## src/rtl/alu_seq.sv

```systemverilog
// alu_seq: registered WIDTH-bit ALU with start/done handshake and three-state FSM.
// Define ALU_MULDIV_EN to build the iterative MULT/DIV/MOD engine (ITER state).
module alu_seq #(
  parameter int WIDTH = 8
) (
  input  logic             clk,
  input  logic             rst,
  input  logic             start,
  input  logic [7:0]       ALU_sel,
  input  logic [WIDTH-1:0] operand1,
  input  logic [WIDTH-1:0] operand2,
  output logic             busy,
  output logic             done,
  output logic [WIDTH-1:0] operation_result,
  output logic [6:0]       Flags,
  output logic             eq,
  output logic             gt,
  output logic             lt
);

  localparam int MSB = WIDTH - 1;
  localparam logic [7:0] OP_ADD  = 8'h03;
  localparam logic [7:0] OP_SUB  = 8'h04;
  localparam logic [7:0] OP_MULT = 8'h05;
  localparam logic [7:0] OP_DIV  = 8'h06;
  localparam logic [7:0] OP_MOD  = 8'h07;
  localparam logic [7:0] OP_AND  = 8'h08;
  localparam logic [7:0] OP_OR   = 8'h09;
  localparam logic [7:0] OP_NOT  = 8'h0A;
  localparam logic [7:0] OP_NOR  = 8'h0D;
  localparam logic [7:0] OP_NAND = 8'h0E;
  localparam logic [7:0] OP_XNOR = 8'h0F;
  localparam logic [7:0] OP_INC  = 8'h10;
  localparam logic [7:0] OP_XOR  = 8'h11;
  localparam logic [7:0] OP_DEC  = 8'h12;
  localparam logic [7:0] OP_SL   = 8'h14;
  localparam logic [7:0] OP_SR   = 8'h15;
  localparam logic [7:0] OP_ROL  = 8'h16;
  localparam logic [7:0] OP_ROR  = 8'h17;
  localparam logic [7:0] OP_CMP  = 8'h18;

  typedef enum logic [1:0] {
    S_IDLE = 2'd0,
`ifdef ALU_MULDIV_EN
    S_ITER = 2'd2,
`endif
    S_EXEC = 2'd1
  } state_t;

  function automatic logic f_even_parity(input logic [WIDTH-1:0] v);
    return ~^v;
  endfunction

  state_t           r_state, w_next;
  logic [7:0]       r_op;
  logic [WIDTH-1:0] r_a, r_b;
  logic             r_busy, r_done, r_eq, r_gt, r_lt;
  logic [WIDTH-1:0] r_result;
  logic [6:0]       r_flags;

  logic [WIDTH-1:0] w_res;
  logic [WIDTH:0]   w_add, w_sub;
  logic             w_c, w_v, w_d, w_cmp, w_z, w_s, w_p;
  logic             w_accept, w_finish;
  logic [6:0]       w_flags;

`ifdef ALU_MULDIV_EN
  localparam int CW = $clog2(WIDTH + 1);

  function automatic logic f_is_muldiv(input logic [7:0] op);
    return (op == OP_MULT) || (op == OP_DIV) || (op == OP_MOD);
  endfunction

  logic [WIDTH-1:0] r_hi, r_lo, w_hi_nxt, w_lo_nxt;
  logic [CW-1:0]    r_cnt;
  logic [WIDTH:0]   w_sum, w_rem_sh, w_diff;
  logic             w_iter_last;

  assign w_iter_last = (r_state == S_ITER) && (r_cnt == CW'(WIDTH));
  assign w_finish    = (r_state == S_EXEC) || w_iter_last;

  // One shift-add (MULT) or restoring-divide (DIV/MOD) step; hi:lo is product or remainder:quotient.
  always_comb begin
    w_sum    = {1'b0, r_hi} + {1'b0, r_a};
    w_rem_sh = {r_hi, r_lo[MSB]};
    w_diff   = w_rem_sh - {1'b0, r_b};
    if (r_op == OP_MULT) begin
      if (r_lo[0]) begin
        {w_hi_nxt, w_lo_nxt} = {w_sum, r_lo[MSB:1]};
      end else begin
        {w_hi_nxt, w_lo_nxt} = {1'b0, r_hi, r_lo[MSB:1]};
      end
    end else if (!w_diff[WIDTH]) begin
      w_hi_nxt = w_diff[MSB:0];
      w_lo_nxt = {r_lo[MSB-1:0], 1'b1};
    end else begin
      w_hi_nxt = w_rem_sh[MSB:0];
      w_lo_nxt = {r_lo[MSB-1:0], 1'b0};
    end
  end
`else
  assign w_finish = (r_state == S_EXEC);
`endif

  assign w_accept = (r_state == S_IDLE) && start;

  // State register.
  always_ff @(posedge clk) begin
    if (rst) begin
      r_state <= S_IDLE;
    end else begin
      r_state <= w_next;
    end
  end

  // Next-state logic.
  always_comb begin
    w_next = r_state;
    case (r_state)
      S_IDLE: begin
        if (start) begin
`ifdef ALU_MULDIV_EN
          w_next = f_is_muldiv(ALU_sel) ? S_ITER : S_EXEC;
`else
          w_next = S_EXEC;
`endif
        end else begin
          w_next = S_IDLE;
        end
      end
      S_EXEC: w_next = S_IDLE;
`ifdef ALU_MULDIV_EN
      S_ITER: begin
        if (w_iter_last) begin
          w_next = S_IDLE;
        end else begin
          w_next = S_ITER;
        end
      end
`endif
      default: w_next = S_IDLE;
    endcase
  end

  assign w_add = {1'b0, r_a} + {1'b0, r_b};
  assign w_sub = {1'b0, r_a} - {1'b0, r_b};

  // Output logic: result and op-specific C/V/D for the latched operation.
  always_comb begin
    w_res = '0;
    w_c   = 1'b0;
    w_v   = 1'b0;
    w_d   = 1'b0;
    w_cmp = 1'b0;
    case (r_op)
      OP_ADD: begin
        w_res = w_add[MSB:0];
        w_c   = w_add[WIDTH];
        w_v   = (r_a[MSB] == r_b[MSB]) && (w_add[MSB] != r_a[MSB]);
      end
      OP_SUB, OP_CMP: begin
        w_res = w_sub[MSB:0];
        w_c   = w_sub[WIDTH];
        w_v   = (r_a[MSB] != r_b[MSB]) && (w_sub[MSB] != r_a[MSB]);
        w_cmp = (r_op == OP_CMP);
      end
`ifdef ALU_MULDIV_EN
      OP_MULT: begin
        w_res = r_lo;
        w_c   = |r_hi;
        w_v   = |r_hi;
      end
      OP_DIV: begin
        if (r_b == '0) begin
          w_res = '1;
          w_v   = 1'b1;
        end else begin
          w_res = r_lo;
        end
      end
      OP_MOD: begin
        if (r_b == '0) begin
          w_res = r_a;
          w_v   = 1'b1;
        end else begin
          w_res = r_hi;
        end
      end
`endif
      OP_AND:  w_res = r_a & r_b;
      OP_OR:   w_res = r_a | r_b;
      OP_NOT:  w_res = ~r_a;
      OP_NOR:  w_res = ~(r_a | r_b);
      OP_NAND: w_res = ~(r_a & r_b);
      OP_XNOR: w_res = ~(r_a ^ r_b);
      OP_XOR:  w_res = r_a ^ r_b;
      OP_INC: begin
        w_res = r_a + WIDTH'(1);
        w_c   = &r_a;
        w_v   = ~r_a[MSB] & w_res[MSB];
      end
      OP_DEC: begin
        w_res = r_a - WIDTH'(1);
        w_c   = ~|r_a;
        w_v   = r_a[MSB] & ~w_res[MSB];
      end
      OP_SL: begin
        w_res = {r_a[MSB-1:0], 1'b0};
        w_c   = r_a[MSB];
        w_v   = r_a[MSB] ^ r_a[MSB-1];
        w_d   = 1'b1;
      end
      OP_SR: begin
        w_res = {1'b0, r_a[MSB:1]};
        w_c   = r_a[0];
      end
      OP_ROL: begin
        w_res = {r_a[MSB-1:0], r_a[MSB]};
        w_c   = r_a[MSB];
      end
      OP_ROR: begin
        w_res = {r_a[0], r_a[MSB:1]};
        w_c   = r_a[0];
      end
      default: w_res = '0;
    endcase
  end

  assign w_z     = (w_res == '0);
  assign w_s     = w_res[MSB];
  assign w_p     = f_even_parity(w_res);
  assign w_flags = {w_v, w_d, 1'b0, w_p, w_s, w_c, w_z};

  // Operand latch, iteration engine and registered outputs.
  always_ff @(posedge clk) begin
    if (rst) begin
      r_busy   <= 1'b0;
      r_done   <= 1'b0;
      r_result <= '0;
      r_flags  <= 7'd0;
      r_eq     <= 1'b0;
      r_gt     <= 1'b0;
      r_lt     <= 1'b0;
      r_op     <= 8'd0;
      r_a      <= '0;
      r_b      <= '0;
`ifdef ALU_MULDIV_EN
      r_hi     <= '0;
      r_lo     <= '0;
      r_cnt    <= '0;
`endif
    end else begin
      r_done <= 1'b0;
      if (w_finish) begin
        r_busy   <= 1'b0;
        r_done   <= 1'b1;
        r_result <= w_res;
        r_flags  <= w_flags;
        r_eq     <= w_cmp & w_z;
        r_gt     <= w_cmp & ~w_z & (w_s == w_v);
        r_lt     <= w_cmp & (w_s ^ w_v);
      end else if (w_accept) begin
        r_busy <= 1'b1;
        r_op   <= ALU_sel;
        r_a    <= operand1;
        r_b    <= operand2;
`ifdef ALU_MULDIV_EN
        r_hi   <= '0;
        r_lo   <= (ALU_sel == OP_MULT) ? operand2 : operand1;
        r_cnt  <= '0;
      end else if (r_state == S_ITER) begin
        r_hi   <= w_hi_nxt;
        r_lo   <= w_lo_nxt;
        r_cnt  <= r_cnt + CW'(1);
`endif
      end
    end
  end

  assign busy             = r_busy;
  assign done             = r_done;
  assign operation_result = r_result;
  assign Flags            = r_flags;
  assign eq               = r_eq;
  assign gt               = r_gt;
  assign lt               = r_lt;

endmodule

```

## config.mk

```make
export PLATFORM = sky130hd
export DESIGN_NAME = alu_seq
export DESIGN_NICKNAME = d
export VERILOG_FILES = /design/src/rtl/alu_seq.sv
export SDC_FILE = /design/constraint.sdc
export NUM_CORES = 1
export LEC_CHECK = 0
export BUFFER_PORTS_ARGS = -buffer_cell sky130_fd_sc_hd__buf_4
export CORE_MARGIN = 2
export CORE_UTILIZATION = 47
export CTS_CLUSTER_DIAMETER = 100
export DETAILED_ROUTE_END_ITERATION = 6
export GPL_TIMING_DRIVEN = 0
export PLACE_DENSITY = 0.77
export SYNTH_ARGS = -nofsm -noshare
export SYNTH_HDL_FRONTEND = slang
export SYNTH_SLANG_ARGS = --single-unit
```

## constraint.sdc

```tcl
create_clock -name clk -period 8.1 [get_ports clk]
set_input_delay 2.43 -clock clk [delete_from_list [all_inputs] [get_ports clk]]
set_output_delay 2.43 -clock clk [all_outputs]
set_load 0.01 [all_outputs]
```

Yosys cells after proc, flatten, opt, wreduce, memory -nomap -nowiden
Index checks and enable logic that the tools add are counted.

word-level totals
  logic and storage cells = 79
  output and inout port bits = 20
  register bits = 45
  input bits = 27

operators by class
  multiplexer cells = 7
  equality and inequality tests = 22
  reductions and logical operators = 15
  add/subtract/negate cells = 4
  bitwise gates (word level) = 20

operators by type and width
  cell                                                                 count
  8-bit one-hot mux with 15 select lines                               1
  8-bit by 5-bit == test with 1-bit output (second input constant)     8
  8-bit by 4-bit == test with 1-bit output (second input constant)     6
  8-bit NOT                                                            4
  2-bit OR reduction                                                   5
  8-bit by 8-bit adder with 9-bit output                               1
  8-bit by 8-bit subtractor with 9-bit output                          1
  8-bit by 1-bit adder with 8-bit output (second input constant)       1
  8-bit AND                                                            1
  8-bit by 2-bit == test with 1-bit output (second input constant)     1
  8-bit by 3-bit == test with 1-bit output (second input constant)     1
  8-bit zero test                                                      1
  8-bit OR                                                             1
  8-bit AND reduction                                                  1
  8-bit OR reduction                                                   1
  8-bit XNOR reduction                                                 1
  8-bit by 1-bit subtractor with 8-bit output (second input constant)  1
  8-bit XOR                                                            1
  1-bit AND                                                            6
  1-bit one-hot mux with 6 select lines                                1
  1-bit NOT                                                            5
  1-bit one-hot mux with 5 select lines                                1
  1-bit two-way mux                                                    4
  1-bit logical AND                                                    3
  7 further kinds                                                      11

Depth between registers and ports, before layout
  depth after elaboration = 7
  gate-level depth with buffers = 17
  depth with buffers taken out = 17

Least setup slack after synthesis
Ideal clock, no wire load.

  path type = input to register
  from = input start
  to = register r_a[7]
  setup time = 0.070 ns
  required time = 8.030 ns
  stages on the path = 5
  slack = 4.855 ns
  arrival = 3.174 ns
  path buffers = 2
  cell sequence = nor2b_1 clkbuf_1 clkbuf_1 nand2_1 a21oi_1

between the ends
  word-level cells in the longest chain between the ends = 2

ends and longest elaborated chain
  item                                  line  text
  start: declaration                    8     input logic start,
  1-bit logical AND                     105   assign w_accept = (r_state == S_IDLE) && start;
  2-bit AND reduction (no source line)  n/a
  end signal: assignment                265   r_a <= operand1;
  end: declaration                      56    logic [WIDTH-1:0] r_a, r_b;

No other way between the ends.
A chain may end at the register's enable or synchronous reset.

Worst setup path in the final report
  from = register r_a[2]
  to = register r_flags[3], in the netlist Flags[3]

between the ends
  word-level cells in the longest chain between the ends = 4

ends and longest elaborated chain
  item                                                                                                 line  text
  parallel branches: the longest is 2 deep, another holds 8-bit by 1-bit subtractor with 8-bit output  n/a
  8-bit one-hot mux with 15 select lines *                                                             155   case (r_op)
  8-bit XNOR reduction *                                                                               51    return ~^v;
  end signal: assignment                                                                               258   r_flags <= w_flags;
  end: declaration                                                                                     59    logic [6:0] r_flags;

Mark *: on every way between the ends.

==> results.txt <==
----------------------------------------------------
[Outcome]
  Outcome ... finished clean

[Synthesis]
  Dominant cell type by area after synthesis ... dfxtp_1
  Synthesized netlist cell count ... around 500
  Most numerous cell types in the synthesized netlist ... nand2_1, a21oi_1, dfxtp_1
  Share of the yosys chip area belonging to registers ... 0.2310
  Post-synth top area share ... 0.2310
  Post-synth EDFFs ... 0
  Synthesized area per cell ... 7.422 µm²
  Top cells by area, synth ... dfxtp_1, ha_1, nand2_1, a21oi_1, nor2_1
  Top-count cell post-synth ... nand2_1
  Most instantiated flip-flop cell in the synthesis netlist ... dfxtp_1
  Distinct cell type count of the synthesized netlist ... 70
  Number of storage elements in the synthesis netlist ... 43
  Fraction of synthesis flops using an asynchronous set or reset pin ... 0
  Number of nets produced by synthesis ... approximately 570
  Number of warnings reported in the yosys synthesis log ... 0
  Post-synthesis instance area ... ~3700 µm²

[Floorplan]
  Horiz. Die Dim ... 93.04 µm
  # rows ... 32
  Initial core utilization ... 0.4847
  Total core area ... between 7000 and 8000 µm²
  Total I/O pin count ... 47
  Die height ... 93.04 µm
  Die area ... 8656 µm²

[Critical path]
  Slowest CP cell ... ha_1
  Crit path arrival time ... slightly above 4000 ps
  Number of cell instances on the worst register-to-register path ... 16
  Max Fanout on Critical Path ... 10
  RR Startpoint ... r_a[2]$_SDFFE_PP0P_
  Critical path endpoint category ... flip-flop
  Critical register-to-register path endpoint ... Flags[3]$_SDFFE_PP0P_
  Worst endpoint required time ... about 8300 ps
  Chain of cells forming the critical path ... clkbuf_1 > inv_1 > ha_1 > a21o_1 > a21o_1 > a21o_1 > a21oi_1 > xnor2_1 > o21ai_1 > a21oi_1 > ha_1 > xnor2_1 > xnor2_1 > nor2_1 > a21oi_1 > nor2_1
  Element type at the critical path start ... flip-flop
  Kind of critical path ... flip-flop to flip-flop
  Internal reg-to-reg setup slack ... ~4200 ps
  Largest stage delay on the critical path ... ~460 ps

[STA]
  Maximum clock rate ... between 200 and 300 MHz
  Worst-margin pin slew ... a little over 800 ps
  Final Hold Vio Count ... 0
  Normalized max-slew margin ... 0.4503
  Period Utilization, post-route ... 0.4758
  Setup TNS Final ... 0 ps
  RSZ-0062 raised after global routing ... no
  Final clock skew ... 9.416 ps
  Max Transition Viols Final ... 0
  Min Tclk post-route ... 3854 ps
  Setup-failing EPs final ... 0
  Final hold slack ... about 460 ps

[Cells and area]
  Post-Route Utilization ... 0.5563
  Number of antenna diodes ... 0
  Filler instances ... ~780
  Fraction of layout cells with a size suffix above 1 ... 0.1568
  Area growth from synthesis to layout ... 14.77%
  Net count reported at finish ... approximately 620

[Route]
  Detailed-route via count ... between 3,000 and 4,000
  Wire length the detailed router placed on met1 ... between 5000 and 6000 µm
  Violation count after the first detailed-route iteration ... 400
  Total iterations of the first detailed-routing run ... 5
  Max layer used ... met4
  Average detailed-routed wire length per instance ... around 19 µm
  Count of nets left with antenna violations after detail routing ... 0
  Length of routed met3 wiring ... ~950 µm
  Detail Route met2 WL ... 5615 µm
  Post-detailed-route DRC marker count ... 0
  Routed vias/inst ... about 6
  Total detailed-routing wirelength ... around 12,000 µm

[Clock network]
  Cells resized by post-CTS repair ... 0
  Clock edge transition at the registers on the reported setup and hold paths ... around 90 ps
  Total clock buffers created by CTS ... 5
  Clock latency at the later pin of the worst-skew pair ... around 310 ps
  Bufs on Longest Clock Path ... 2
  Clock tree root buffer cell ... clkbuf_8
  Cts-stage hold buffer count ... 0
  H-tree depth ... 2
  Buffer count from post-CTS setup fixing ... 0
  Clock tree from TritonCTS ... built
  Clock Sinks ... 43

[Placement]
  Half-perimeter wire length after detailed placement ... around 9600 µm
  Weighted congestion reported at the end of routability-driven placement ... just over 1
  IO Port Bufs ... 45

[Worst hold path]
  End of the worst hold path ... lt$_SDFFE_PP0P_
  Worst hold path type ... flip-flop to flip-flop
  Worst hold path stage count ... 2
  Hold Crit Start ... lt$_SDFFE_PP0P_

[Global route]
  Global routing usage summed across all routing layers ... 0.2956
  Initial antenna violation count ... 0
  Global-route wire length before repair ... between 15,000 and 20,000 µm
  Largest net degree at the start of global routing ... 14
  Total gr overflow ... 0
  Vias in the first global route ... 3,704

[Power and ir drop]
  Power per cell area ... ~140 nW/µm²
  Leakage power ... between 1.5 and 2 nW
  Overall power ... about 0.58 mW
  Worst ir drop on vdd ... ~0.096 mV

[Run]
  Max-capacitance violation count ... 0

----------------------------------------------------
## layout make-up
| type | instances | area [µm²] | area share |
|---|---|---|---|
| sequential | 43 | 860.8 | 0.2013 |
| clock inverter | 2 | 12.51 | 0.002926 |
| inverter | 26 | 97.59 | 0.02282 |
| buffer | 36 | 172.7 | 0.04037 |
| clock buffer | 6 | 72.57 | 0.01697 |
| tap | 102 | 127.6 | 0.02984 |
| multi-input combinational | 397 | 2595 | 0.6068 |
| timing repair buffer | 45 | 337.8 | 0.07899 |
## metrics by stage
stage | std cells | cell area, µm² | setup WS, ps
after floorplan | 502 | 3726 | 4855
after global placement | 649 | 4192 | 4382
after detailed placement | 649 | 4192 | 4366
after CTS | 657 | 4277 | 4320
after global routing | 657 | 4277 | 4030
final | 657 | 4277 | 4246
## worst max-delay path, delay by kind of cell (launching register included)
kind / cells / cell delay (ps)
compound gates: 7 / 1290
fa+ha+maj: 2 / 760
buf+inv: 2 / 630
xor+xnor: 3 / 490
flops: 1 / 420
simple gates: 2 / 120
## layer usage
metal	vias to the layer above	track usage
met5	-	0
met4	0	0.07108
met3	16	0.04996
met2	190	0.4716
met1	1869	0.4168
li1	1886	-
## layout by cell type, fill, tap and decap left out, drive strengths merged, types with 3 or more instances in the layout
cell,netlist,routed
buf,17,62
nand2,83,83
o211ai,6,6
a22oi,6,6
a221oi,5,5
nor4,6,6
mux2i,5,5
nor2b,8,8
a21o,5,5
o21bai,3,3
nand2b,6,6
clkbuf,19,25
ha,35,35
and3,7,7
a21oi,44,44
a22o,3,3
nor3,17,17
xor2,6,6
xnor2,13,13
a211oi,11,11
nand4,3,3
o21ai,22,22
a32oi,4,4
a31oi,6,6
dfxtp,43,43
o32ai,3,3
nor2,37,37
o22ai,9,9
inv,25,25
nand3,17,17
## worst max-delay path by stage
stage                             start                     to  slack, ps  depth (start not counted)
floorplan                         start    r_a[7]$_SDFFE_PP0P_       4860                          5
global placement    r_a[2]$_SDFFE_PP0P_  Flags[3]$_SDFFE_PP0P_       4380                         16
detailed placement  r_a[2]$_SDFFE_PP0P_  Flags[3]$_SDFFE_PP0P_       4370                         16
CTS                 r_a[2]$_SDFFE_PP0P_  Flags[3]$_SDFFE_PP0P_       4320                         15
global route        r_a[3]$_SDFFE_PP0P_  Flags[3]$_SDFFE_PP0P_       4030                         15
finish              r_a[2]$_SDFFE_PP0P_  Flags[3]$_SDFFE_PP0P_       4250                         16
## registers in the layout, indices dropped and copies added (netlist names)
register	cells
r_b	8
Flags	6
eq	1
r_op	8
busy	1
lt	1
r_state	1
done	1
operation_result	7
gt	1
r_a	8
## power by group
group	switching, mW	internal [mW]
registers	0.0141	0.224
logic	0.124	0.0817
clock network	0.0779	0.0604
total	0.217	0.366
## cells by family (layout without fill, tap and decap cells)
group	after synthesis	count (layout)	synth area share
other cells	1	1	0.001006
flops	43	43	0.2310
simple gates	191	191	0.2431
fa+ha+maj	37	37	0.1283
xor+xnor	19	19	0.04668
mux	6	6	0.01645
compound gates	143	143	0.2609
buf+inv	62	115	0.07253
(Power assumes the default switching activity.)
